===== src/rtl/soc_io_pkg.sv =====
// Shared constants for the SoC I/O slave: page decode, register word-index bits,
// status bit layout and UART transmitter state encodings.
package soc_io_pkg;

  localparam int unsigned IO_PAGE_BIT   = 22;
  localparam int unsigned REG_LEDS      = 0;
  localparam int unsigned REG_UART_DAT  = 1;
  localparam int unsigned REG_UART_CTRL = 2;
  localparam int unsigned BUSY_BIT      = 9;
  localparam int unsigned LED_W         = 5;
  localparam int unsigned DATA_W        = 32;
  localparam int unsigned BYTE_W        = 8;

  typedef enum logic [1:0] {
    ST_IDLE  = 2'd0,
    ST_START = 2'd1,
    ST_DATA  = 2'd2,
    ST_STOP  = 2'd3
  } uart_state_t;

endpackage


===== src/rtl/soc_io_uart_tx.sv =====
// Transmit-only 8N1 UART: latches a byte on i_valid when idle (or on the final
// stop-bit cycle, allowing back-to-back frames) and shifts it out LSB first.
module uart_tx
  import soc_io_pkg::*;
#(
  parameter int unsigned CLKS_PER_BIT = 10
) (
  input  logic              clk,
  input  logic              reset,
  input  logic [BYTE_W-1:0] i_data,
  input  logic              i_valid,
  output logic              o_busy,
  output logic              o_txd
);

  localparam int unsigned CNT_W = $clog2(CLKS_PER_BIT);
  localparam int unsigned BIT_W = 3;

  uart_state_t       r_state, w_state_nxt;
  logic [CNT_W-1:0]  r_cnt, w_cnt_nxt;
  logic [BIT_W-1:0]  r_bit, w_bit_nxt;
  logic [BYTE_W-1:0] r_shreg, w_shreg_nxt;
  logic              r_txd, w_txd_nxt;
  logic              r_busy, w_busy_nxt;
  logic              w_cnt_end;

  assign w_cnt_end = (r_cnt == CNT_W'(CLKS_PER_BIT - 1));

  always_ff @(posedge clk) begin
    if (reset) begin
      r_state <= ST_IDLE;
      r_cnt   <= '0;
      r_bit   <= '0;
      r_shreg <= '0;
      r_txd   <= 1'b1;
      r_busy  <= 1'b0;
    end else begin
      r_state <= w_state_nxt;
      r_cnt   <= w_cnt_nxt;
      r_bit   <= w_bit_nxt;
      r_shreg <= w_shreg_nxt;
      r_txd   <= w_txd_nxt;
      r_busy  <= w_busy_nxt;
    end
  end

  // Next state, counters and the registered line level for the next cycle
  always_comb begin
    w_state_nxt = r_state;
    w_cnt_nxt   = r_cnt;
    w_bit_nxt   = r_bit;
    w_shreg_nxt = r_shreg;
    case (r_state)
      ST_IDLE: begin
        if (i_valid) begin
          w_state_nxt = ST_START;
          w_cnt_nxt   = '0;
          w_shreg_nxt = i_data;
        end
      end
      ST_START: begin
        if (w_cnt_end) begin
          w_state_nxt = ST_DATA;
          w_cnt_nxt   = '0;
          w_bit_nxt   = '0;
        end else begin
          w_cnt_nxt = r_cnt + CNT_W'(1);
        end
      end
      ST_DATA: begin
        if (w_cnt_end) begin
          w_cnt_nxt   = '0;
          w_shreg_nxt = {1'b0, r_shreg[BYTE_W-1:1]};
          if (r_bit == BIT_W'(BYTE_W - 1)) begin
            w_state_nxt = ST_STOP;
          end else begin
            w_bit_nxt = r_bit + BIT_W'(1);
          end
        end else begin
          w_cnt_nxt = r_cnt + CNT_W'(1);
        end
      end
      ST_STOP: begin
        if (w_cnt_end) begin
          w_cnt_nxt = '0;
          if (i_valid) begin
            w_state_nxt = ST_START;
            w_shreg_nxt = i_data;
          end else begin
            w_state_nxt = ST_IDLE;
          end
        end else begin
          w_cnt_nxt = r_cnt + CNT_W'(1);
        end
      end
      default: begin
        w_state_nxt = ST_IDLE;
        w_cnt_nxt   = '0;
      end
    endcase

    case (w_state_nxt)
      ST_START: w_txd_nxt = 1'b0;
      ST_DATA:  w_txd_nxt = w_shreg_nxt[0];
      default:  w_txd_nxt = 1'b1;
    endcase
    w_busy_nxt = (w_state_nxt != ST_IDLE);
  end

  assign o_txd  = r_txd;
  assign o_busy = r_busy;

endmodule


===== src/rtl/soc_io.sv =====
// Memory-mapped I/O slave: decodes the I/O page, holds the LED register, feeds
// the UART transmitter and returns read data with one registered cycle of latency.
module soc_io
  import soc_io_pkg::*;
#(
  parameter int unsigned CLK_FREQ_HZ = 12_000_000,
  parameter int unsigned BAUD        = 115_200
) (
  input  logic              clk,
  input  logic              reset,
  input  logic [DATA_W-1:0] mem_addr,
  input  logic [DATA_W-1:0] mem_wdata,
  input  logic [3:0]        mem_wmask,
  input  logic              mem_rstrb,
  output logic [DATA_W-1:0] mem_rdata,
  output logic [LED_W-1:0]  leds,
  output logic              txd
);

  localparam int unsigned CLKS_PER_BIT = CLK_FREQ_HZ / BAUD;

  logic [LED_W-1:0]  r_leds;
  logic [DATA_W-1:0] r_rdata;
  logic              w_io_sel;
  logic              w_wr;
  logic              w_leds_we;
  logic              w_uart_we;
  logic              w_busy;
  logic [DATA_W-1:0] w_rdata_nxt;
  logic              w_unused;

  assign w_io_sel  = mem_addr[IO_PAGE_BIT];
  // Register writes need the low byte lane enabled
  assign w_wr      = w_io_sel && (mem_wmask != 4'b0000) && mem_wmask[0];
  assign w_leds_we = w_wr && mem_addr[2 + REG_LEDS];
  assign w_uart_we = w_wr && mem_addr[2 + REG_UART_DAT];

  always_comb begin
    w_rdata_nxt = '0;
    if (mem_addr[2 + REG_LEDS]) begin
      w_rdata_nxt = w_rdata_nxt | DATA_W'(r_leds);
    end
    if (mem_addr[2 + REG_UART_CTRL]) begin
      w_rdata_nxt = w_rdata_nxt | (DATA_W'(w_busy) << BUSY_BIT);
    end
  end

  // Read data uses pre-write register values, so a same-cycle store is not seen
  always_ff @(posedge clk) begin
    if (reset) begin
      r_leds  <= '0;
      r_rdata <= '0;
    end else begin
      if (w_leds_we) begin
        r_leds <= mem_wdata[LED_W-1:0];
      end
      if (w_io_sel && mem_rstrb) begin
        r_rdata <= w_rdata_nxt;
      end
    end
  end

  uart_tx #(
    .CLKS_PER_BIT(CLKS_PER_BIT)
  ) u_uart_tx (
    .clk    (clk),
    .reset  (reset),
    .i_data (mem_wdata[BYTE_W-1:0]),
    .i_valid(w_uart_we),
    .o_busy (w_busy),
    .o_txd  (txd)
  );

  assign mem_rdata = r_rdata;
  assign leds      = r_leds;

  assign w_unused = ^{mem_addr[DATA_W-1:IO_PAGE_BIT+1], mem_addr[IO_PAGE_BIT-1:5],
                      mem_addr[1:0], mem_wdata[DATA_W-1:BYTE_W], mem_wmask[3:1]};

endmodule

===== config.mk =====
export PLATFORM = sky130hd
export DESIGN_NAME = soc_io
export DESIGN_NICKNAME = d
export VERILOG_FILES = /design/src/rtl/soc_io_pkg.sv /design/src/rtl/soc_io_uart_tx.sv /design/src/rtl/soc_io.sv
export SDC_FILE = /design/constraint.sdc
export NUM_CORES = 1
export LEC_CHECK = 0
export ABC_AREA = 1
export BUFFER_PORTS_ARGS = -buffer_cell sky130_fd_sc_hd__buf_2
export CORE_MARGIN = 8
export CORE_UTILIZATION = 49
export CTS_BUF_LIST = sky130_fd_sc_hd__clkbuf_8
export CTS_CLUSTER_DIAMETER = 50
export DETAILED_ROUTE_END_ITERATION = 10
export PLACE_DENSITY = 0.95
export SYNTH_ARGS = -nofsm -noshare
export SYNTH_HDL_FRONTEND = slang
export SYNTH_HIERARCHICAL = 1
export SYNTH_SLANG_ARGS = --single-unit

===== constraint.sdc =====
create_clock -name clk -period 2.4 [get_ports clk]
set_input_delay 0.36 -clock clk [delete_from_list [all_inputs] [get_ports clk]]
set_output_delay 0.36 -clock clk [all_outputs]
set_load 0.005 [all_outputs]

==> results.py <==
metrics = {
    "run_status": {
        "status": "completed",
    },
    "final_layout": {
        "nNetsFinal": 366,
        "final_common_cell": "nand2_1",
        "synthToLayoutAreaGrowth_pct": 9.420,
        "layout_common_cells": "nand2_1, dfxtp_1, nor2_1",
        "fillers": 349,
        "drive_gt1_share_pct": 19.45,
        "antenna_cells": 0,
    },
    "critical_path": {
        "start_kind": "flip-flop",
        "r2r-end": "u_uart_tx/r_shreg[4]",
        "cp_slowest_cell": "dfxtp_1",
        "cp_slowest_stage_delay_ns": 0.38,
        "crit_path_end": "u_uart_tx/r_shreg[4]",
        "cp.arrival_ns": 1.88,
        "required_ns": 2.59,
        "crit_fanout": 8,
        "r2r_cells": 10,
        "r2r_slack_ns": 0.71,
        "worstSetupEndpointType": "flip-flop",
        "path_class": "flip-flop to flip-flop",
        "crit_path_start": "u_uart_tx/r_cnt[0]",
        "rr_startpoint": "u_uart_tx/r_cnt[0]",
        "critical_path.cell_chain": "ha_1 -> nand2_2 -> nor2_8 -> nand2_8 -> o21ai_4 -> o21ai_4 -> nand2_2 -> nand3_1 -> nand2_1 -> inv_1",
    },
    "clocking": {
        "clock_latency_ns": 0.29,
        "cts_buffers": 5,
        "cts_resized": 0,
        "clkTransAtPathRegs_ns": 0.07,
        "htreeDepth": 2,
        "clockRootBuffer": "clkbuf_8",
        "cts_tree": "built",
        "clk_path_buf_depth": 2,
        "ctsHoldBuffers": 0,
        "post_cts_buffers": 0,
        "cts_sinks": 33,
    },
    "sta": {
        "skew_ns": 0.004715,
        "period_share_pct": 70.37,
        "drv_slew": 0,
        "max_freq_mhz": 592.2,
        "setup_viol": 0,
        "min_period_ns": 1.689,
        "rsz0062_at_grt": "false",
        "fin_ws_ns": 0.7112,
        "whs_ns": 0.3120,
        "fin_setup_tns_ns": 0,
        "maxSlewHeadroom_pct": 62.35,
        "hold_viol_final": 0,
        "tightest_slew_ns": 0.5648,
    },
    "grt": {
        "first_global_vias": 1659,
        "met1_usage_pct": 13.60,
        "use_met3_pct": 5.011,
        "grt-busiest-layer": "met2",
        "grt_max_degree": 17,
        "grtUsageMet2_pct": 24.77,
        "antenna_found_initial": 0,
        "grt_pass1_wl_mm": 6.996,
        "overflow": 0,
        "track_usage_pct": 13.78,
    },
    "min_path": {
        "hp-class": "input pin to flip-flop",
    },
    "synth": {
        "synth.distinct_cells": 35,
        "synth_area_per_cell_um2": 7.222,
        "synth_top_area_cell": "dfxtp_1",
        "ys_ff_latch": 33,
        "ys_warn_count": 6,
        "synthCells": 263,
        "ys_seq_area_share_pct": 34.78,
        "synthesis.area_um2": 1899,
        "ys_top_cells_by_area": "dfxtp_1, nand2_1, buf_4",
        "synth_top_area_share_pct": 34.78,
    },
    "drt": {
        "drt_iter0_markers": 89,
        "avgViaCountPerCell": 4.874,
        "wl_per_cell_um": 11.98,
        "dr.pass1.iters": 4,
        "num_vias": 1662,
        "routed_wl_mm": 4.085,
        "drc": 0,
        "ant_nets": 0,
    },
    "placed_design": {
        "dpl.hpwl_mm": 3.137,
        "pre_cts_ws_ns": 0.5430,
        "place_congestion": 0.8212,
        "portBuffers": 27,
    },
    "power_and_ir_drop": {
        "power_density_nw_per_um2": 600.1,
        "ir_worst_vdd_v": 0.0003260,
        "power_mw": 1.247,
        "p_leak_nw": 1.008,
    },
    "floorplanning": {
        "die_h_um": 78.26,
        "core-area_um2": 3689,
        "die-area_um2": 6125,
        "initial_core_util_pct": 51.49,
        "pin_count": 109,
        "die_w_um": 78.26,
        "rows": 22,
    },
    "flow_run": {
        "cap_violations": 0,
    },
}
## power breakdown
part           leakage (nW)  internal (mW)  switching (mW)
sequential            0.269          0.568          0.0133
combinational         0.677         0.0467          0.0885
clock                0.0626          0.334           0.197
## critical path: cells and delay by family, from the launching register on
kind	cells	cell delay [ns]
AO/OA/AOI/OAI	2	0.34
AND/OR/NAND/NOR	6	0.59
flip-flops	1	0.38
buffers and inverters	1	0.04
adder cells (fa/ha/maj)	1	0.23
## how the worst min path moves through the flow
stage,startpoint,end,cells past startpoint
floorplan,reset,u_uart_tx/r_bit[0],1
global placement,u_uart_tx/r_shreg[7],u_uart_tx/r_shreg[7],2
detailed placement,u_uart_tx/r_shreg[7],u_uart_tx/r_shreg[7],2
CTS,mem_wdata[3],leds[3],3
global route,mem_wdata[3],leds[3],3
finish,mem_wdata[3],leds[3],3
## sequential cells by signal, summed over array words and instances (netlist names)
name	flops
u_uart_tx/o_txd	1
u_uart_tx/r_cnt	7
u_uart_tx/o_busy	1
u_uart_tx/r_shreg	8
leds	5
mem_rdata	6
u_uart_tx/r_state	2
u_uart_tx/r_bit	3
## cell type report
cell class / instances / area, um^2 / share of cell area [%]
Timing Repair Buffer: 27 / 135.1 / 6.502
Multi-Input combinational cell: 203 / 1023 / 49.25
Sequential cell: 33 / 660.6 / 31.79
Tap cell: 48 / 60.06 / 2.890
Clock inverter: 2 / 33.78 / 1.626
Inverter: 22 / 82.58 / 3.974
Clock buffer: 6 / 82.58 / 3.974
## metal layers
metal	routed length, um	part of all wire [%]
met3	295	7.2
met4	140	3.4
met1	1601	39
met5	0	0
met2	2048	50
## synthesized netlist by cell type
master	n
o21ai_0	6
o211ai_1	2
xor2_1	1
o22ai_1	1
o21ai_2	1
ha_1	3
a31oi_1	2
a211oi_1	2
nand2_4	2
nand2_2	3
buf_4	26
inv_1	17
buf_6	2
dfxtp_1	33
nor2_2	2
o21bai_1	2
nand4_1	4
a21oi_1	12
inv_2	5
nor2_8	1
and3_1	2
clkbuf_1	1
and2_1	1
buf_2	1
nand2_8	2
a21oi_2	1
o21ai_1	1
nand3_4	1
o21ai_4	2
nor2_4	2
nand2_1	77
nand3_1	13
nor2_1	30
conb_1	1
or2_2	1
## cell families after synthesis
family / synth area share, %
other cells: 0.1974
buf+inv: 16.27
xor+xnor: 0.4612
fa+ha+maj: 1.976
simple gates: 35.31
compound gates: 11.00
flops: 34.78
## per-stage QoR
step	instance area [um^2]	cells	utilization, %
finish	2078	341	56.34
detailed placement	1962	333	53.19
global route	2078	341	56.34
floorplan	1993	288	-
global placement	1962	333	53.19
CTS	2078	341	56.34
No activity file was read; power rests on OpenSTA's default activity.
